--- src/rtl/esc_pkg.sv ---
// Shared defaults and helpers for the ESC PWM bank.
// Pulse width math lives here so every channel agrees on it.
package esc_pkg;

  localparam int unsigned DEF_NUM_CH         = 4;
  localparam int unsigned DEF_SPD_W          = 11;
  localparam int unsigned DEF_MIN_CYC        = 6250;
  localparam int unsigned DEF_SCALE          = 3;
  localparam int unsigned DEF_MAX_SPD        = 2000;
  localparam int unsigned DEF_FRAME_CYC      = 20000;
  localparam int unsigned DEF_TIMEOUT_FRAMES = 50;

  function automatic int unsigned cnt_w(
    input int unsigned n
  );
    return (n > 1) ? $clog2(n) : 1;
  endfunction

  function automatic int unsigned pulse_w(
    input int unsigned spd,
    input int unsigned min_cyc,
    input int unsigned scale,
    input int unsigned max_spd,
    input logic        force_min
  );
    int unsigned s;
    s = (spd > max_spd) ? max_spd : spd;
    return force_min ? min_cyc : min_cyc + scale * s;
  endfunction

endpackage

--- src/rtl/esc_pwm_chan.sv ---
// One ESC output: holds the frame's speed and compares the
// next counter value against the clamped, scaled width.
module esc_pwm_chan
  import esc_pkg::*;
#(
  parameter int unsigned SPD_W   = DEF_SPD_W,
  parameter int unsigned MIN_CYC = DEF_MIN_CYC,
  parameter int unsigned SCALE   = DEF_SCALE,
  parameter int unsigned MAX_SPD = DEF_MAX_SPD,
  parameter int unsigned CW      = 15
) (
  input  logic             clk,
  input  logic             rst_n,
  input  logic             load,
  input  logic             force_in,
  input  logic [SPD_W-1:0] spd_in,
  input  logic [CW-1:0]    cnt_nxt,
  output logic             pwm
);

  logic [SPD_W-1:0] spd_q;
  logic             force_q;
  logic [SPD_W-1:0] spd_use;
  logic             force_use;
  int unsigned      width;

  // At a wrap the new frame's values must already drive the compare.
  always_comb begin
    spd_use   = load ? spd_in : spd_q;
    force_use = load ? force_in : force_q;
    width     = pulse_w(32'(spd_use), MIN_CYC, SCALE,
                        MAX_SPD, force_use);
  end

  always_ff @(posedge clk or negedge rst_n) begin
    if (!rst_n) begin
      spd_q   <= '0;
      force_q <= 1'b0;
      pwm     <= 1'b0;
    end else begin
      if (load) begin
        spd_q   <= spd_in;
        force_q <= force_in;
      end
      pwm <= (32'(cnt_nxt) < width);
    end
  end

endmodule

--- src/rtl/esc_pwm_bank.sv ---
// Multi-channel ESC PWM generator: frame timing, arm sampling and
// command timeout here; per-channel pulse shaping in esc_pwm_chan.
module esc_pwm_bank
  import esc_pkg::*;
#(
  parameter int unsigned NUM_CH         = DEF_NUM_CH,
  parameter int unsigned SPD_W          = DEF_SPD_W,
  parameter int unsigned MIN_CYC        = DEF_MIN_CYC,
  parameter int unsigned SCALE          = DEF_SCALE,
  parameter int unsigned MAX_SPD        = DEF_MAX_SPD,
  parameter int unsigned FRAME_CYC      = DEF_FRAME_CYC,
  parameter int unsigned TIMEOUT_FRAMES = DEF_TIMEOUT_FRAMES
) (
  input  logic                    clk,
  input  logic                    rst_n,
  input  logic                    wrt,
  input  logic [NUM_CH*SPD_W-1:0] speed,
  input  logic                    arm,
  output logic [NUM_CH-1:0]       pwm,
  output logic                    frame_start,
  output logic                    fault
);

  localparam int unsigned CW = cnt_w(FRAME_CYC);
  localparam int unsigned TW = cnt_w(TIMEOUT_FRAMES + 1);
  localparam logic [CW-1:0] LAST = CW'(FRAME_CYC - 1);
  localparam logic [TW-1:0] TMAX = TW'(TIMEOUT_FRAMES);

  if ((longint'(FRAME_CYC) <=
       longint'(MIN_CYC) + longint'(SCALE) * longint'(MAX_SPD)) ||
      (longint'(MAX_SPD) >= (longint'(1) << SPD_W))) begin : g_bad
    $error("esc_pwm_bank: illegal parameter set");
  end

  logic [CW-1:0]           cnt;
  logic [CW-1:0]           cnt_nxt;
  logic                    wrap;
  logic [NUM_CH*SPD_W-1:0] shadow;
  logic [NUM_CH*SPD_W-1:0] load_spd;
  logic [TW-1:0]           tcnt;
  logic [TW-1:0]           tcnt_nxt;
  logic                    seen;
  logic                    seen_nxt;
  logic                    fault_nxt;
  logic                    force_nxt;

  assign wrap    = (cnt == LAST);
  assign cnt_nxt = wrap ? '0 : cnt + 1'b1;

  // A write in the wrap cycle goes straight into the next frame.
  assign load_spd = wrt ? speed : shadow;

  // seen marks a frame that carried a write, so it never counts as idle.
  always_comb begin
    tcnt_nxt  = tcnt;
    seen_nxt  = seen;
    fault_nxt = fault;
    if (wrt) begin
      tcnt_nxt  = '0;
      fault_nxt = 1'b0;
      seen_nxt  = !wrap;
    end else if (wrap) begin
      seen_nxt = 1'b0;
      if (!seen) begin
        if (tcnt != TMAX) tcnt_nxt = tcnt + 1'b1;
        if (tcnt_nxt >= TMAX) fault_nxt = 1'b1;
      end
    end
  end

  assign force_nxt = !arm || fault_nxt;

  always_ff @(posedge clk or negedge rst_n) begin
    if (!rst_n) begin
      cnt         <= LAST;
      frame_start <= 1'b0;
      shadow      <= '0;
      tcnt        <= '0;
      seen        <= 1'b1;
      fault       <= 1'b0;
    end else begin
      cnt         <= cnt_nxt;
      frame_start <= wrap;
      if (wrt) shadow <= speed;
      tcnt        <= tcnt_nxt;
      seen        <= seen_nxt;
      fault       <= fault_nxt;
    end
  end

  for (genvar i = 0; i < NUM_CH; i++) begin : g_ch
    esc_pwm_chan #(
      .SPD_W   (SPD_W),
      .MIN_CYC (MIN_CYC),
      .SCALE   (SCALE),
      .MAX_SPD (MAX_SPD),
      .CW      (CW)
    ) u_chan (
      .clk      (clk),
      .rst_n    (rst_n),
      .load     (wrap),
      .force_in (force_nxt),
      .spd_in   (load_spd[i*SPD_W +: SPD_W]),
      .cnt_nxt  (cnt_nxt),
      .pwm      (pwm[i])
    );
  end

endmodule

--- config.mk ---
export PLATFORM = sky130hd
export DESIGN_NAME = esc_pwm_bank
export DESIGN_NICKNAME = d
export VERILOG_FILES = /design/src/rtl/esc_pkg.sv /design/src/rtl/esc_pwm_chan.sv /design/src/rtl/esc_pwm_bank.sv
export SDC_FILE = /design/constraint.sdc
export NUM_CORES = 1
export LEC_CHECK = 0
export CAP_MARGIN = 10
export CELL_PAD_IN_SITES_DETAIL_PLACEMENT = 1
export CELL_PAD_IN_SITES_GLOBAL_PLACEMENT = 1
export CORE_MARGIN = 5
export CORE_UTILIZATION = 35
export CTS_CLUSTER_DIAMETER = 40
export DETAILED_ROUTE_END_ITERATION = 8
export GPL_ROUTABILITY_DRIVEN = 0
export GPL_TIMING_DRIVEN = 0
export PLACE_DENSITY_LB_ADDON = 0.1
export SYNTH_ARGS = -nofsm -noshare
export SYNTH_HDL_FRONTEND = slang
export SYNTH_SLANG_ARGS = --single-unit
--- constraint.sdc ---
create_clock -name clk -period 6.9 [get_ports clk]
set_input_delay 0.69 -clock clk [delete_from_list [all_inputs] [get_ports clk]]
set_output_delay 0.69 -clock clk [all_outputs]
set_load 0.02 [all_outputs]
== Word-level counts from Yosys, hierarchy flattened ==
Cells that the tools add are included.

* Bits in registers: 120
* Input port bits: 48
* Logic and storage cells: 76

* Add/sub/neg operators: 6
* $mul: 4
* Order comparisons: 9
* Equal/unequal tests: 3
* Muxes and demuxes: 31
* Reduce and logical (&&, ||, !) cells: 5

{| class="wikitable"
|+ Operator list
! operator !! count
|-
| $add 13x32->32 const A || 4
|-
| $lt 15x32->1 || 4
|-
| $mul 2x32->32 const A || 4
|-
| $mux 32 || 4
|-
| $mux 11 || 8
|-
| $gt 11x11->1 const B || 4
|-
| $mux 44 || 1
|-
| $mux 6 || 7
|-
| $add 15x1->15 const B || 1
|-
| $eq 15x15->1 const B || 1
|-
| $mux 15 || 1
|-
| $mux 1 || 10
|-
| $add 6x1->6 const B || 1
|-
| $ge 6x6->1 const B || 1
|-
| $ne 6x6->1 const B || 1
|-
| $logic_not 1->1 || 2
|-
| $ne 2x2->1 const B || 1
|-
| $reduce_and 2->1 || 1
|-
| $reduce_bool 2->1 || 1
|-
| $logic_or 1x1->1 || 1
|}

== Longest topological paths before layout ==
* Depth after elaboration: 14
* Mapped depth: 32
* Mapped depth without buffers: 30

== Cells and area by module ==
Synthesis repeated with hierarchy kept, for this count alone.

* Cells, all modules: 944
* Area total of the unflattened synthesis: 9362.7 um^2

{| class="wikitable"
|+ By module, submodules not included
! module !! instances !! cells each !! area each (um^2)
|-
| esc_pwm_chan at g_ch[0].u_chan ... || 3 || 183 || 1622.8
|-
| esc_pwm_bank || 1 || 216 || 2892.8
|-
| esc_pwm_chan at g_ch[3].u_chan || 1 || 179 || 1601.5
|}

== Worst setup path after synthesis ==
No wires, ideal clock.

* Path kind: input port to flip-flop
* Start: in wrt
* End: reg g_ch[2].u_chan.pwm
* Setup time: 0.104 ns
* Arrival time: 5.928 ns
* Required time: 6.796 ns
* Setup slack: 0.868 ns
* Stages on the path: 30
* Buffers on the path: 4
* Path through: buf_4 buf_2 buf_2 buf_2 mux2i_1 nor2_1 a21oi_1 inv_1 ha_1 nand4_1 nor3_1 nor2_1 and2_1 ha_1 ha_1 inv_1 fa_1 nor2b_1 o31ai_1 a21oi_1 or2_2 a2111oi_0 a211oi_1 ha_1 nand4_1 nor2_1 a21boi_0 nor4_1 nand2_1 o41ai_2

* Word-level cells in the longest chain between the ends: 8
* Elaborated cells on any way between the ends: 11

{| class="wikitable"
|+ Ends and longest elaborated chain
! item !! line !! RTL
|-
| start: declaration || esc_pwm_bank.sv:16 || <nowiki>input logic wrt,</nowiki>
|-
| $mux 44 * || - ||
|-
| $mux 11 * || - ||
|-
| named net g_ch[2].u_chan.spd_use[9] || esc_pwm_chan.sv:23 || <nowiki>logic [SPD_W-1:0] spd_use;</nowiki>
|-
| $gt 11x11->1 || esc_pkg.sv:27 || <nowiki>s = (spd > max_spd) ? max_spd : spd;</nowiki>
|-
| $mux 11 * || esc_pkg.sv:27 ||
|-
| $mul 2x32->32 * || esc_pkg.sv:28 || <nowiki>return force_min ? min_cyc : min_cyc + scale * s;</nowiki>
|-
| $add 13x32->32 * || esc_pkg.sv:28 ||
|-
| $mux 32 * || esc_pkg.sv:28 ||
|-
| $lt 15x32->1 * || esc_pwm_chan.sv:45 || <nowiki>pwm <= (32'(cnt_nxt) < width);</nowiki>
|-
| end signal: assignment || esc_pwm_chan.sv:45 ||
|-
| end: declaration || esc_pwm_chan.sv:18 || <nowiki>output logic pwm</nowiki>
|}

Mark *: on every way through the listed nets, which the timed path passes. The rest lies on a longest branch.
A chain may end at the register's enable or synchronous reset.

== Worst setup path in the final report ==
* Start: reg cnt[0]
* End: reg g_ch[2].u_chan.pwm

* Word-level cells in the longest chain between the ends: 8
* Elaborated cells on any way between the ends: 14

{| class="wikitable"
|+ Ends and longest elaborated chain
! item !! line !! RTL
|-
| start: declaration || esc_pwm_bank.sv:35 || <nowiki>logic [CW-1:0] cnt;</nowiki>
|-
| start signal: assignment || esc_pwm_bank.sv:82 || <nowiki>cnt <= cnt_nxt;</nowiki>
|-
| $eq 15x15->1 * || esc_pwm_bank.sv:47 || <nowiki>assign wrap = (cnt == LAST);</nowiki>
|-
| $mux 11 * || - ||
|-
| named net g_ch[2].u_chan.spd_use[9] || esc_pwm_chan.sv:23 ||
|-
| $gt 11x11->1 || esc_pkg.sv:27 ||
|-
| $mux 11 * || esc_pkg.sv:27 ||
|-
| $mul 2x32->32 * || esc_pkg.sv:28 ||
|-
| $add 13x32->32 * || esc_pkg.sv:28 ||
|-
| $mux 32 * || esc_pkg.sv:28 ||
|-
| $lt 15x32->1 * || esc_pwm_chan.sv:45 ||
|}

Marked as above.

==> metrics.txt <==
outcome=completed; Crit Path Max Fanout=10; Area growth syn-to-layout=19.5%; IO buf count=52; initial antenna violation count=0; max-slew violation count=0; Setup crit start kind=register; combinational fraction of design power=18.8%; synth cell count leaders=ha_1, nand2_1, dfrtp_1, inv_1, nor2_1; Data arrival, critical path=6990 ps; Nets=1347; Congestion Overflow GR=0; crit end category=register; switching pwr=593 uW; Max VDD drop=0.148 mV; area share of the largest cell type after synthesis=29.1%; RSZ-0062 raised after global routing=true; area of the mapped netlist=0.00947 sq mm; Setup violations, final=0; ant diodes=0; fillcell total=3137; die area=0.0304 sq mm; DRT Pass-1 Iters=4; layout cells sized above 1=12.2%; Root Buffer=clkbuf_16; Hold Slack=177 ps; Tightest Pin Transition=1030 ps; clk_lat worst skew=420 ps; Core Area=0.0268 sq mm; # hold bufs at CTS=0; Antenna Violating Nets Remaining=0; Switching Fraction=28.5%; Pwr Density=184 mW/mm^2; largest net degree at the start of global routing=82; first-pass GRT wire length=47.6 mm; GRT Overall Usage=20.0%; critical path's most frequent cell=ha_1; critical path class=register to register; Ys Warns=0; Gate Count Post-Synth=1074; final hold viol count=0; Final Util=42.2%; Synth Register Bits=120; min cycle time layout=6700 ps; drt initial violations=337; clock power share=45.4%; # rows=60; final setup TNS=0 ps; Hold Crit Class=input pin to async pin; CTS max path bufs=2; total wire length=30.0 mm; Slew headroom=30.8%; Yosys cell types=72; height of the die=174 um; DR vias=7961; Worst EP required=7200 ps; DR WL/cell=19.9 um; Remaining DRCs=0; num ports=54; clock transition at the registers of the reported paths=60 ps; Power Internal=1490 uW; fin crit share=97.1%; FFs w/ async S/R, synth=100%; Leakage=0.00543 uW; Die Wd=174 um; Area contributors post-synth=dfrtp_1, ha_1, nand2_1; vias in the first global route=8430; dpl hpwl=22.9 mm; Setup Skew=11.5 ps; clock buffer count from CTS=17; most frequently used flop master after synthesis=dfrtp_1; clock sink total=120; Synth area leader=dfrtp_1; Seq/Total Area, Yosys=31.9%; Synth Area per Inst=8.81 sq um; cell with the largest stage delay on the worst path=dfstp_2; Post-synth EDFFs=0; H-tree depth=4; Vias/cell=5.27; CP max stage delay=600 ps; Initial Util=35.3%; number of max-cap violations=0; Flop pwr share=35.8%; Max Clk Rate=149 MHz; post-synthesis net count=1265; CTS tree=yes
## final cells by class
type	count	area (sq um)	share of cell area, %
multi-input combinational	822	6010	53.1
inverter	103	398	3.52
timing repair buffer	64	637	5.63
buffer	28	218	1.92
clock buffer	18	439	3.88
sequential	120	3020	26.6
clock inverter	14	174	1.54
tap	341	427	3.77
## cell families (layout without fill, tap and decap cells)
group	count (synthesis)	in the layout	synth area share (%)
simple gates	381	381	19.5
compound gates	219	219	15.4
fa+ha+maj	143	143	19.2
buf+inv	132	227	5.96
flops	120	120	31.9
mux	42	42	4.72
xor+xnor	37	37	3.42
## layer usage
layer | wire, um | part of all wire [%] | track usage (%)
met1 | 14100 | 47 | 26.9
met2 | 14600 | 49 | 33.8
met3 | 791 | 2.6 | 2.72
met4 | 550 | 1.8 | 5.71
met5 | 0 | 0 | 0
## power groups by stage
stage / Clock [uW] / Combinational, uW / Sequential [uW]
floorplan: 0 / 256 / 754
global placement: 0 / 376 / 757
detailed placement: 0 / 388 / 758
CTS: 963 / 394 / 745
global route: 993 / 447 / 748
finish: 945 / 391 / 745
## per-stage QoR
stage / instances / total power (uW) / setup slack, ps / area (sq um)
2_1_floorplan: 1074 / 1010 / 868 / 9470
3_3_place_gp: 1467 / 1130 / -1260 / 10400
3_5_place_dp: 1468 / 1150 / -1330 / 10400
4_1_cts: 1502 / 2100 / -35.8 / 11200
5_1_grt: 1510 / 2190 / -171 / 11300
6_report: 1510 / 2080 / 203 / 11300
## path summary, 6_finish.rpt
check                                             start                 endpoint  slack, ps  cells after the start
worst max-delay path                             cnt[0]       g_ch[2].u_chan.pwm        200                     32
worst min-delay path                              rst_n               shadow[39]        180                      1
worst max register to register                   cnt[0]       g_ch[2].u_chan.pwm        200                     32
worst min register to register  g_ch[0].u_chan.spd_q[3]  g_ch[0].u_chan.spd_q[3]        460                      2
max in group asynchronous                         rst_n                   cnt[3]       5940                      2
min in group clk                g_ch[0].u_chan.spd_q[3]  g_ch[0].u_chan.spd_q[3]        460                      2
## state kept, by name, indices dropped and copies added (netlist names), 4 cells and up
| name | flops |
|---|---|
| cnt | 15 |
| shadow | 44 |
| g_ch.u_chan.spd_q | 44 |
| tcnt | 6 |
| g_ch.u_chan.force_q | 4 |
| g_ch.u_chan.pwm | 4 |
## layout by cell type, fill, tap and decap left out, types with 16 or more instances in the layout
cell type,instances
a21o_1,22
a21oi_1,54
buf_4,24
clkbuf_16,17
clkdlybuf4s50_1,51
dfrtp_1,110
ha_1,138
inv_1,99
mux2_2,21
mux2i_1,21
nand2_1,139
nand2b_1,25
nand3_1,20
nand4_1,16
nor2_1,82
nor3_1,23
o21a_1,19
o21ai_0,47
xnor2_1,29
## critical path: cells and delay by family, from the launching register on
family	cells	cell delay, ps
flops	1	600
buf+inv	6	970
fa+ha+maj	6	1500
compound gates	7	1380
simple gates	13	2120
## timing repair
action,in CTS,in global routing
pin swaps,4,6
buffers inserted,3,8
setup endpoints to repair,4,4
gates resized for setup,45,14
Power figures use the tool's default switching activity.
